--- src/rtl/alu_pkg.sv ---
// Shared operation codes and FSM encoding for the sequential ALU.
package alu_pkg;

    localparam logic [3:0] ALU_ONE  = 4'b0000;
    localparam logic [3:0] ALU_ADD  = 4'b0001;
    localparam logic [3:0] ALU_SUB  = 4'b0010;
    localparam logic [3:0] ALU_AND  = 4'b0011;
    localparam logic [3:0] ALU_OR   = 4'b0100;
    localparam logic [3:0] ALU_SLT  = 4'b0101;
    localparam logic [3:0] ALU_EQ   = 4'b0110;
    localparam logic [3:0] ALU_ONE7 = 4'b0111;
    localparam logic [3:0] ALU_MULU = 4'b1000;
    localparam logic [3:0] ALU_DIVU = 4'b1001;
    localparam logic [3:0] ALU_SLTU = 4'b1010;
    localparam logic [3:0] ALU_XOR  = 4'b1011;
    localparam logic [3:0] ALU_NOR  = 4'b1100;

    typedef enum logic [1:0] {
        IDLE = 2'd0,
        MUL  = 2'd1,
        DIV  = 2'd2,
        FIN  = 2'd3
    } state_t;

endpackage

--- src/rtl/alu_comb.sv ---
// Single-cycle ALU operations and signed overflow detection.
module alu_comb
    import alu_pkg::*;
#(
    parameter int WIDTH = 32
) (
    input  logic [3:0]       ctr,
    input  logic [WIDTH-1:0] s,
    input  logic [WIDTH-1:0] t,
    output logic [WIDTH-1:0] result,
    output logic             overflow
);

    logic [WIDTH-1:0] sum;
    logic [WIDTH-1:0] diff;
    logic             slt;
    logic             sltu;

    assign sum  = s + t;
    assign diff = s - t;
    assign slt  = $signed(s) < $signed(t);
    assign sltu = s < t;

    always_comb begin
        result   = WIDTH'(1);
        overflow = 1'b0;
        case (ctr)
            ALU_ADD: begin
                result   = sum;
                overflow = (s[WIDTH-1] == t[WIDTH-1]) &&
                           (sum[WIDTH-1] != s[WIDTH-1]);
            end
            ALU_SUB: begin
                result   = diff;
                overflow = (s[WIDTH-1] != t[WIDTH-1]) &&
                           (diff[WIDTH-1] != s[WIDTH-1]);
            end
            ALU_AND:  result = s & t;
            ALU_OR:   result = s | t;
            ALU_SLT:  result = {{(WIDTH-1){1'b0}}, slt};
            ALU_EQ:   result = {{(WIDTH-1){1'b0}}, s == t};
            ALU_SLTU: result = {{(WIDTH-1){1'b0}}, sltu};
            ALU_XOR:  result = s ^ t;
            ALU_NOR:  result = ~(s | t);
            default:  result = WIDTH'(1);
        endcase
    end

endmodule

--- src/rtl/seq_alu.sv ---
// Multi-cycle EX-stage ALU: single-cycle ops plus iterative
// unsigned shift-add multiply and restoring divide.
module seq_alu
    import alu_pkg::*;
#(
    parameter int WIDTH = 32,
    parameter int CNT_W = $clog2(WIDTH) + 1
) (
    input  logic             clk,
    input  logic             reset,
    input  logic             start,
    input  logic [3:0]       Ctr,
    input  logic [WIDTH-1:0] S,
    input  logic [WIDTH-1:0] T,
    output logic             busy,
    output logic             done,
    output logic [WIDTH-1:0] Result,
    output logic [WIDTH-1:0] Hi,
    output logic             Overflow,
    output logic             Zero
);

    state_t state;
    state_t state_nx;

    logic [WIDTH-1:0] comb_res;
    logic             comb_ovf;

    // acc holds the product high half or the remainder; mq holds the
    // multiplier or the dividend/quotient; opd is the other operand.
    logic [WIDTH-1:0] acc;
    logic [WIDTH-1:0] mq;
    logic [WIDTH-1:0] opd;
    logic [CNT_W-1:0] cnt;

    logic [WIDTH-1:0] res_q;
    logic [WIDTH-1:0] hi_q;
    logic             ovf_q;
    logic             zero_q;

    logic             is_mul;
    logic             is_div;
    logic             div0;
    logic             last;
    logic [WIDTH:0]   mul_sum;
    logic [WIDTH:0]   div_shift;
    logic [WIDTH:0]   div_diff;
    logic             div_ok;
    logic [WIDTH-1:0] step_hi;
    logic [WIDTH-1:0] step_lo;
    logic [WIDTH-1:0] one_res;
    logic [WIDTH-1:0] one_hi;

    alu_comb #(.WIDTH(WIDTH)) u_comb (
        .ctr      (Ctr),
        .s        (S),
        .t        (T),
        .result   (comb_res),
        .overflow (comb_ovf)
    );

    assign is_mul = Ctr == ALU_MULU;
    assign is_div = Ctr == ALU_DIVU;
    assign div0   = is_div && (T == '0);
    assign last   = cnt == CNT_W'(1);

    assign one_res = div0 ? '1 : comb_res;
    assign one_hi  = div0 ? S : '0;

    assign mul_sum   = {1'b0, acc} + {1'b0, (mq[0] ? opd : '0)};
    assign div_shift = {acc, mq[WIDTH-1]};
    assign div_diff  = div_shift - {1'b0, opd};
    assign div_ok    = !div_diff[WIDTH];

    always_comb begin
        step_hi = '0;
        step_lo = '0;
        if (state == MUL) begin
            step_hi = mul_sum[WIDTH:1];
            step_lo = {mul_sum[0], mq[WIDTH-1:1]};
        end else begin
            step_hi = div_ok ? div_diff[WIDTH-1:0] : div_shift[WIDTH-1:0];
            step_lo = {mq[WIDTH-2:0], div_ok};
        end
    end

    always_ff @(posedge clk) begin
        if (reset) state <= IDLE;
        else       state <= state_nx;
    end

    always_comb begin
        state_nx = state;
        case (state)
            IDLE: begin
                if (start) begin
                    if (is_mul)              state_nx = MUL;
                    else if (is_div && !div0) state_nx = DIV;
                    else                     state_nx = FIN;
                end
            end
            MUL, DIV: if (last) state_nx = FIN;
            FIN:      state_nx = IDLE;
            default:  state_nx = IDLE;
        endcase
    end

    always_comb begin
        busy = state != IDLE;
        done = state == FIN;
    end

    always_ff @(posedge clk) begin
        if (reset) begin
            acc    <= '0;
            mq     <= '0;
            opd    <= '0;
            cnt    <= '0;
            res_q  <= '0;
            hi_q   <= '0;
            ovf_q  <= 1'b0;
            zero_q <= 1'b1;
        end else begin
            case (state)
                IDLE: begin
                    if (start) begin
                        if (is_mul) begin
                            opd <= S;
                            mq  <= T;
                            acc <= '0;
                            cnt <= CNT_W'(WIDTH);
                        end else if (is_div && !div0) begin
                            opd <= T;
                            mq  <= S;
                            acc <= '0;
                            cnt <= CNT_W'(WIDTH);
                        end else begin
                            res_q  <= one_res;
                            hi_q   <= one_hi;
                            ovf_q  <= comb_ovf;
                            zero_q <= one_res == '0;
                        end
                    end
                end
                MUL, DIV: begin
                    acc <= step_hi;
                    mq  <= step_lo;
                    cnt <= cnt - CNT_W'(1);
                    if (last) begin
                        res_q  <= step_lo;
                        hi_q   <= step_hi;
                        ovf_q  <= 1'b0;
                        zero_q <= step_lo == '0;
                    end
                end
                default: ;
            endcase
        end
    end

    assign Result   = res_q;
    assign Hi       = hi_q;
    assign Overflow = ovf_q;
    assign Zero     = zero_q;

endmodule

--- config.mk ---
export PLATFORM = sky130hd
export DESIGN_NAME = seq_alu
export DESIGN_NICKNAME = d
export VERILOG_FILES = /design/src/rtl/alu_pkg.sv /design/src/rtl/alu_comb.sv /design/src/rtl/seq_alu.sv
export SDC_FILE = /design/constraint.sdc
export NUM_CORES = 1
export LEC_CHECK = 0
export ABC_AREA = 1
export ABC_CLOCK_PERIOD_IN_PS = 7270
export CORE_ASPECT_RATIO = 0.7
export CORE_UTILIZATION = 35
export CTS_CLUSTER_SIZE = 16
export DETAILED_ROUTE_END_ITERATION = 8
export PLACE_DENSITY = 0.56
export SLEW_MARGIN = 40
export SYNTH_ARGS = -nofsm -noshare
export SYNTH_HDL_FRONTEND = slang
export SYNTH_SLANG_ARGS = --single-unit
--- constraint.sdc ---
create_clock -name clk -period 7.27 [get_ports clk]
set_clock_uncertainty 0.2 [all_clocks]
set_input_delay 1.454 -clock clk [delete_from_list [all_inputs] [get_ports clk]]
set_output_delay 1.454 -clock clk [all_outputs]
set_load 0.02 [all_outputs]
### Word level (Yosys, flattened, before mapping)

Cells that the tools add are included.

| cells by class | value |
|---|---|
| $add $sub $neg | 5 |
| $mul | 0 |
| divide/modulo/power cells | 0 |
| $lt $le $gt $ge | 2 |
| equality and inequality tests | 25 |
| shift-type cells | 0 |
| muxes and demuxes | 47 |
| bitwise gates (word level) | 4 |
| reductions and logical operators | 18 |

Operator list:

| kind | number |
|---|---|
| 32-bit two-way mux | 22 |
| 32-bit one-hot mux with 9 select lines | 1 |
| 32-bit one-hot mux with 2 select lines | 4 |
| 32-bit zero test | 3 |
| 32-bit < comparator | 2 |
| 32-bit by 32-bit adder with 33-bit output | 1 |
| 33-bit by 32-bit subtractor with 33-bit output | 1 |
| 32-bit adder | 1 |
| 32-bit bitwise AND | 1 |
| 32-bit equality test | 1 |
| 32-bit NOT | 1 |
| 32-bit OR | 1 |
| 32-bit subtractor | 1 |
| 32-bit bitwise XOR | 1 |
| 4-bit equality test, second input constant | 5 |
| 6-bit two-way mux | 3 |
| 4-bit by 3-bit equality test with 1-bit output, second input constant | 3 |
| 6-bit one-hot mux with 2 select lines | 1 |
| 1-bit two-way mux | 9 |
| 4-bit by 2-bit equality test with 1-bit output, second input constant | 2 |
| 2-bit != test, second input constant | 4 |
| 6-bit by 1-bit equality test with 1-bit output, second input constant | 1 |
| 2-bit two-way mux | 3 |
| 1-bit one-hot mux with 2 select lines | 3 |
| other kinds (16) | 26 |

| storage, ports and cells | value |
|---|---|
| register bits | 170 |
| bits in latches | 0 |
| RAM bits | 0 |
| ROM bits | 0 |
| input bits | 71 |
| output and inout port bits | 68 |
| word-level logic and storage cells | 110 |
| memories | 0 |

### Logic depth before layout (Yosys ltp)

| depth | value |
|---|---|
| word-level depth | 9 |
| depth in mapped cells | 24 |
| gate-level depth less buffers | 23 |

### By module

A second synthesis with hierarchy kept.

| unflattened totals | value |
|---|---|
| cells, all modules | 3886 |
| area, all modules | 21120.3 µm² |

By module, submodules not included:

| module | instances | cells each | area each (µm²) | seq. area each (µm²) |
|---|---|---|---|---|
| seq_alu | 1 | 2519 | 14302.5 | 3403.3 |
| alu_comb | 1 | 1367 | 6817.8 | 0.0 |

### Worst setup path after synthesis

No wires, ideal clock.

| path | value |
|---|---|
| path kind | input port to flip-flop |
| start point | input S[0] |
| end point | register zero_q (netlist: Zero) |
| setup time | 0.059 ns |
| arrival time | 3.369 ns |
| required time | 7.011 ns |
| path slack | 3.642 ns |
| cell stages on the path | 19 |
| buffers on the path | 0 |
| cell sequence | ha_1 fa_1 nand3_1 nand3_1 nand2_1 nand2_1 nand2_1 o21ai_0 nand2_1 nand2_1 nor2_1 nand3_1 nor2_1 nand3_1 nor2_1 nand4_1 nand2_1 nand2_1 nand2_1 |

| on the way | value |
|---|---|
| longest elaborated chain between the ends | 9 |
| elaborated cells on any way between the ends | 16 |
| those cells by class | add/sub (2); order compare (2); eq/ne (1); mux (6); bitwise (4); reduce/logical (1) |

Ends and longest elaborated chain:

| item | RTL line | text |
|---|---|---|
| start, declared | seq_alu.sv:13 | `input logic [WIDTH-1:0] S,` |
| branches (longest 2 deep; another with 32-bit subtractor) | - |  |
| 32-bit one-hot mux with 9 select lines * | alu_comb.sv:27 | `case (ctr)` |
| 32-bit two-way mux * | seq_alu.sv:67 | `assign one_res = div0 ? '1 : comb_res;` |
| 32-bit zero test * | seq_alu.sv:141 | `zero_q <= one_res == '0;` |
| 1-bit two-way mux * | seq_alu.sv:132 | `end else if (is_div && !div0) begin` |
| 1-bit two-way mux * | seq_alu.sv:127 | `if (is_mul) begin` |
| 1-bit two-way mux * | seq_alu.sv:126 | `if (start) begin` |
| 1-bit one-hot mux with 2 select lines * | seq_alu.sv:124 | `case (state)` |
| end signal, assigned | seq_alu.sv:122 | `zero_q <= 1'b1;` |
| end signal, assigned | seq_alu.sv:141 |  |
| end signal, assigned | seq_alu.sv:153 | `zero_q <= step_lo == '0;` |
| end, declared | seq_alu.sv:39 | `logic zero_q;` |

Mark *: on every way between the ends. The select of a mux whose other input is x is not followed.
A chain may end at the register's enable or synchronous reset.

### Final worst setup path

| path | value |
|---|---|
| start point | input T[17] |
| end point | register zero_q (netlist: Zero) |

| on the way | value |
|---|---|
| longest elaborated chain between the ends | 9 |
| elaborated cells on any way between the ends | 22 |
| those cells by class | add/sub (2); order compare (2); eq/ne (2); mux (6); bitwise (4); reduce/logical (6) |

Ends and longest elaborated chain:

| item | RTL line | text |
|---|---|---|
| start, declared | seq_alu.sv:14 | `input logic [WIDTH-1:0] T,` |
| branches (longest 9 deep; another with 32-bit subtractor) | - |  |

Several ways; the timed one is not identified. The select of a mux whose other input is x is not followed.

==> impl_metrics.sql <==
INSERT INTO impl_metrics (metric_group, metric, value, unit) VALUES
('clocking', 'cts-root-to-sink-buffers', '2', ''),
('clocking', 'clock_tree.htree_level_count', '4', ''),
('floorplanning', 'placementRows', '71', ''),
('route', 'ant_nets', '0', ''),
('finish', 'final_layout_size_suffix_gt1_share', '4.335', '%'),
('route', 'routed_wl', '91410', 'µm'),
('floorplanning', 'dieWidth', '282.8', 'µm'),
('worst_setup_path', 'timing.rr.start', 'mq[31]', ''),
('worst_setup_path', 'end_kind', 'flip-flop', ''),
('floorplanning', 'floorplan.initialDensity', '35.71', '%'),
('floorplanning', 'die_area', '56160', 'µm²'),
('sta', 'final-hold-violation-count', '0', ''),
('finish', 'numnets_final', '3619', ''),
('placed_design', 'dpl.hpwl', '72430', 'µm'),
('floorplanning', 'io_pins', '139', ''),
('synth', 'synth-main-ff-cell', 'sky130_fd_sc_hd__dfxtp_1', ''),
('worst_setup_path', 'rrSetupSlack', '2.87', 'ns'),
('global_routing', 'groute.usage.overall', '32.27', '%'),
('power', 'fin_total_pwr', '9328', 'µW'),
('worst_hold_path', 'number_of_cells_on_the_worst_hold_path', '2', ''),
('worst_setup_path', 'cp_slowest_cell', 'sky130_fd_sc_hd__nor2_1', ''),
('sta', 'final.setup.tns', '0', 'ns'),
('sta', 'rsz_0062_raised_after_global_routing', 'false', ''),
('finish', 'area_growth', '12.60', '%'),
('route', 'drt_iter0_drc', '3113', ''),
('global_routing', 'global_route.overflow_total', '0', ''),
('sta', 'setup_viol_count_final', '0', ''),
('synth', 'synth-edff-count', '0', ''),
('synth', 'netlist_instances', '3345', ''),
('synth', 'synth-warning-count', '0', ''),
('clocking', 'cts_tree', 'yes', ''),
('power', 'max-vdd-ir-drop', '330.3', 'µV'),
('placed_design', 'pre_cts_ws', '1.623', 'ns'),
('sta', 'slew_at_the_pin_closest_to_its_max_slew_limit', '0.9720', 'ns'),
('worst_setup_path', 'data_required_time_of_the_worst_path', '7.50', 'ns'),
('global_routing', 'largest_net_degree_at_the_start_of_global_routing', '77', ''),
('floorplanning', 'die_h', '198.6', 'µm'),
('worst_hold_path', 'hold_path.startpoint', 'mq[10]', ''),
('worst_setup_path', 'crit_chain', 'clkdlybuf4s50_1, inv_1, ha_1, nand2_1, nor2_1, inv_1, nor2_1, nand3_1, nand3_1, nand2_1, nand3_1, nand4_1, nor2_1, nand2_1, nor2_1, nand4_1, nand2_1, nand2_1, nand2_1', ''),
('sta', 'final_critical_path_setup_slack', '1.892', 'ns'),
('clocking', 'cts_hold_buffers', '0', ''),
('flow_run', 'number_of_max_cap_violations', '0', ''),
('global_routing', 'grt_pass1_wl', '134800', 'µm'),
('finish', 'most-common-layout-cells', '893 x sky130_fd_sc_hd__nand2_1, 482 x sky130_fd_sc_hd__inv_1, 288 x sky130_fd_sc_hd__a21oi_1, 281 x sky130_fd_sc_hd__o21ai_0, 276 x sky130_fd_sc_hd__nor2_1', ''),
('sta', 'final_critical_path_share_of_the_clock_period', '73.98', '%'),
('worst_setup_path', 'regToRegEndpoint', 'Zero', ''),
('worst_hold_path', 'hold_path.class', 'flip-flop to flip-flop', ''),
('worst_setup_path', 'setup.worst_path.class', 'input pin to flip-flop', ''),
('synth', 'postSynthAreaPerCell', '5.776', 'µm²'),
('placed_design', 'gpl.final_weighted_congestion', '1.058', ''),
('clocking', 'cts.clk_slew.worst_paths', '0.08', 'ns'),
('synth', 'mappedNetlistNets', '3586', ''),
('synth', 'synth.distinct_cells', '60', ''),
('clocking', 'cts.sinks', '170', ''),
('power', 'power.static_leakage', '0.01039', 'µW'),
('worst_setup_path', 'cp_data_arrival_time', '5.60', 'ns'),
('worst_setup_path', 'reg2regPathDepth', '20', ''),
('finish', 'n_antenna_cell', '0', ''),
('clocking', 'cts_resized', '0', ''),
('power', 'power.share.clock', '10.8', '%'),
('power', 'p_int', '3862', 'µW'),
('finish', 'most_frequent_standard_cell_in_the_layout_excluding_fill_and_tap_cells', 'sky130_fd_sc_hd__nand2_1', ''),
('route', 'route.detailed.wl_per_inst', '22.18', 'µm'),
('route', 'drt_drc_violations_left', '0', ''),
('run_status', 'result_of_the_run', 'finished clean', ''),
('worst_setup_path', 'cp_common_cell', 'sky130_fd_sc_hd__nand2_1', ''),
('clocking', 'cts_post_setup_buffers_inserted', '0', ''),
('clocking', 'ctsRootBufferMaster', 'sky130_fd_sc_hd__clkbuf_16', ''),
('power', 'power_frac_comb', '72.6', '%'),
('power', 'sw_frac_of_total', '58.60', '%'),
('clocking', 'insertion_delay', '0.48', 'ns');
==> worst max path at each step <==
| stage | startpoint | to | cells after the start |
|---|---|---|---|
| floorplan | S[0] | Zero | 19 |
| global route | T[17] | Zero | 19 |
| CTS | S[15] | Zero | 19 |
| detailed placement | S[15] | Zero | 19 |
| finish | T[17] | Zero | 19 |
| global placement | S[15] | Zero | 19 |
==> layout make-up <==
cell class	instances	area, µm²
fill	6020	32350
multi-input combinational	2512	13330
sequential	170	3403
inverter	514	1937
timing repair buffer	163	1580
tap	730	913.4
clock buffer	20	456.7
clock inverter	12	138.9
==> critical path, delay by kind of cell <==
kind	cells	cell delay, ns
and+or+nand+nor	15	2.90
buffers and inverters	3	0.76
adders and majority gates	1	0.49
==> metrics by stage <==
stage,cell area [µm²],instances,util [%]
5_1_grt,21750,4121,40.21
3_3_place_gp,21150,4089,39.10
4_1_cts,21750,4121,40.20
2_1_floorplan,19320,3345,-
3_5_place_dp,21160,4089,39.10
6_report,21750,4121,40.21
==> cells in the mapped netlist (6+ instances only) <==
library cell | instances | area (µm²)
sky130_fd_sc_hd__xor2_1 | 17 | 148.9
sky130_fd_sc_hd__ha_1 | 166 | 2077
sky130_fd_sc_hd__xnor2_1 | 22 | 192.7
sky130_fd_sc_hd__a31oi_1 | 59 | 369.1
sky130_fd_sc_hd__buf_2 | 46 | 230.2
sky130_fd_sc_hd__buf_6 | 6 | 67.56
sky130_fd_sc_hd__nand2_1 | 894 | 3356
sky130_fd_sc_hd__nor2_1 | 280 | 1051
sky130_fd_sc_hd__o22ai_1 | 11 | 68.82
sky130_fd_sc_hd__a221oi_1 | 22 | 192.7
sky130_fd_sc_hd__o21ai_0 | 281 | 1406
sky130_fd_sc_hd__nor4_1 | 7 | 43.79
sky130_fd_sc_hd__dfxtp_1 | 170 | 3403
sky130_fd_sc_hd__o21a_1 | 7 | 52.55
sky130_fd_sc_hd__inv_1 | 484 | 1817
sky130_fd_sc_hd__inv_2 | 27 | 101.4
sky130_fd_sc_hd__nand4_1 | 56 | 350.3
sky130_fd_sc_hd__o211ai_2 | 19 | 237.7
sky130_fd_sc_hd__a211oi_1 | 44 | 330.3
sky130_fd_sc_hd__or2_2 | 14 | 87.58
sky130_fd_sc_hd__buf_1 | 7 | 26.28
sky130_fd_sc_hd__clkbuf_1 | 84 | 315.3
sky130_fd_sc_hd__o21ai_1 | 19 | 95.09
sky130_fd_sc_hd__nor3_1 | 25 | 125.1
sky130_fd_sc_hd__and2_1 | 7 | 43.79
sky130_fd_sc_hd__o21bai_1 | 17 | 127.6
sky130_fd_sc_hd__nand3_1 | 202 | 1011
sky130_fd_sc_hd__a21oi_1 | 288 | 1441
sky130_fd_sc_hd__a21o_1 | 6 | 45.04
==> sequential cells by signal (all words and copies together) (netlist names) <==
register / count
Hi: 32
state: 2
Zero: 1
Overflow: 1
opd: 32
acc: 32
cnt: 6
mq: 32
Result: 32
==> per-layer routing <==
layer	global-route usage, %	part of all wire [%]	up-vias
li1	-	-	11030
met1	50.11	48	10600
met2	44.35	38	1255
met3	6.014	11	109
met4	7.828	2.5	2
met5	0	0.014	-
==> logic make-up (layout without fill, tap and decap cells) <==
kind of cell | after synthesis | in the layout | synth area share (%)
and+or+nand+nor | 1506 | 1506 | 32.21
DFF | 170 | 170 | 17.61
AOI/OAI and AO/OA | 796 | 796 | 23.68
buffers and inverters | 663 | 709 | 13.51
muxes | 1 | 1 | 0.05181
xor gates and xnor gates | 39 | 39 | 1.768
adders and majority gates | 170 | 170 | 11.16
==> power by group through the flow <==
stage / clock network (µW) / registers [µW] / logic, µW
after floorplan: 0 / 1570 / 4510
after global placement: 0 / 1560 / 6600
after detailed placement: 0 / 1560 / 6580
after CTS: 1020 / 1540 / 6610
after global routing: 1050 / 1580 / 7360
final: 1010 / 1550 / 6770
Note: power is estimated with default switching activity, not from simulation.
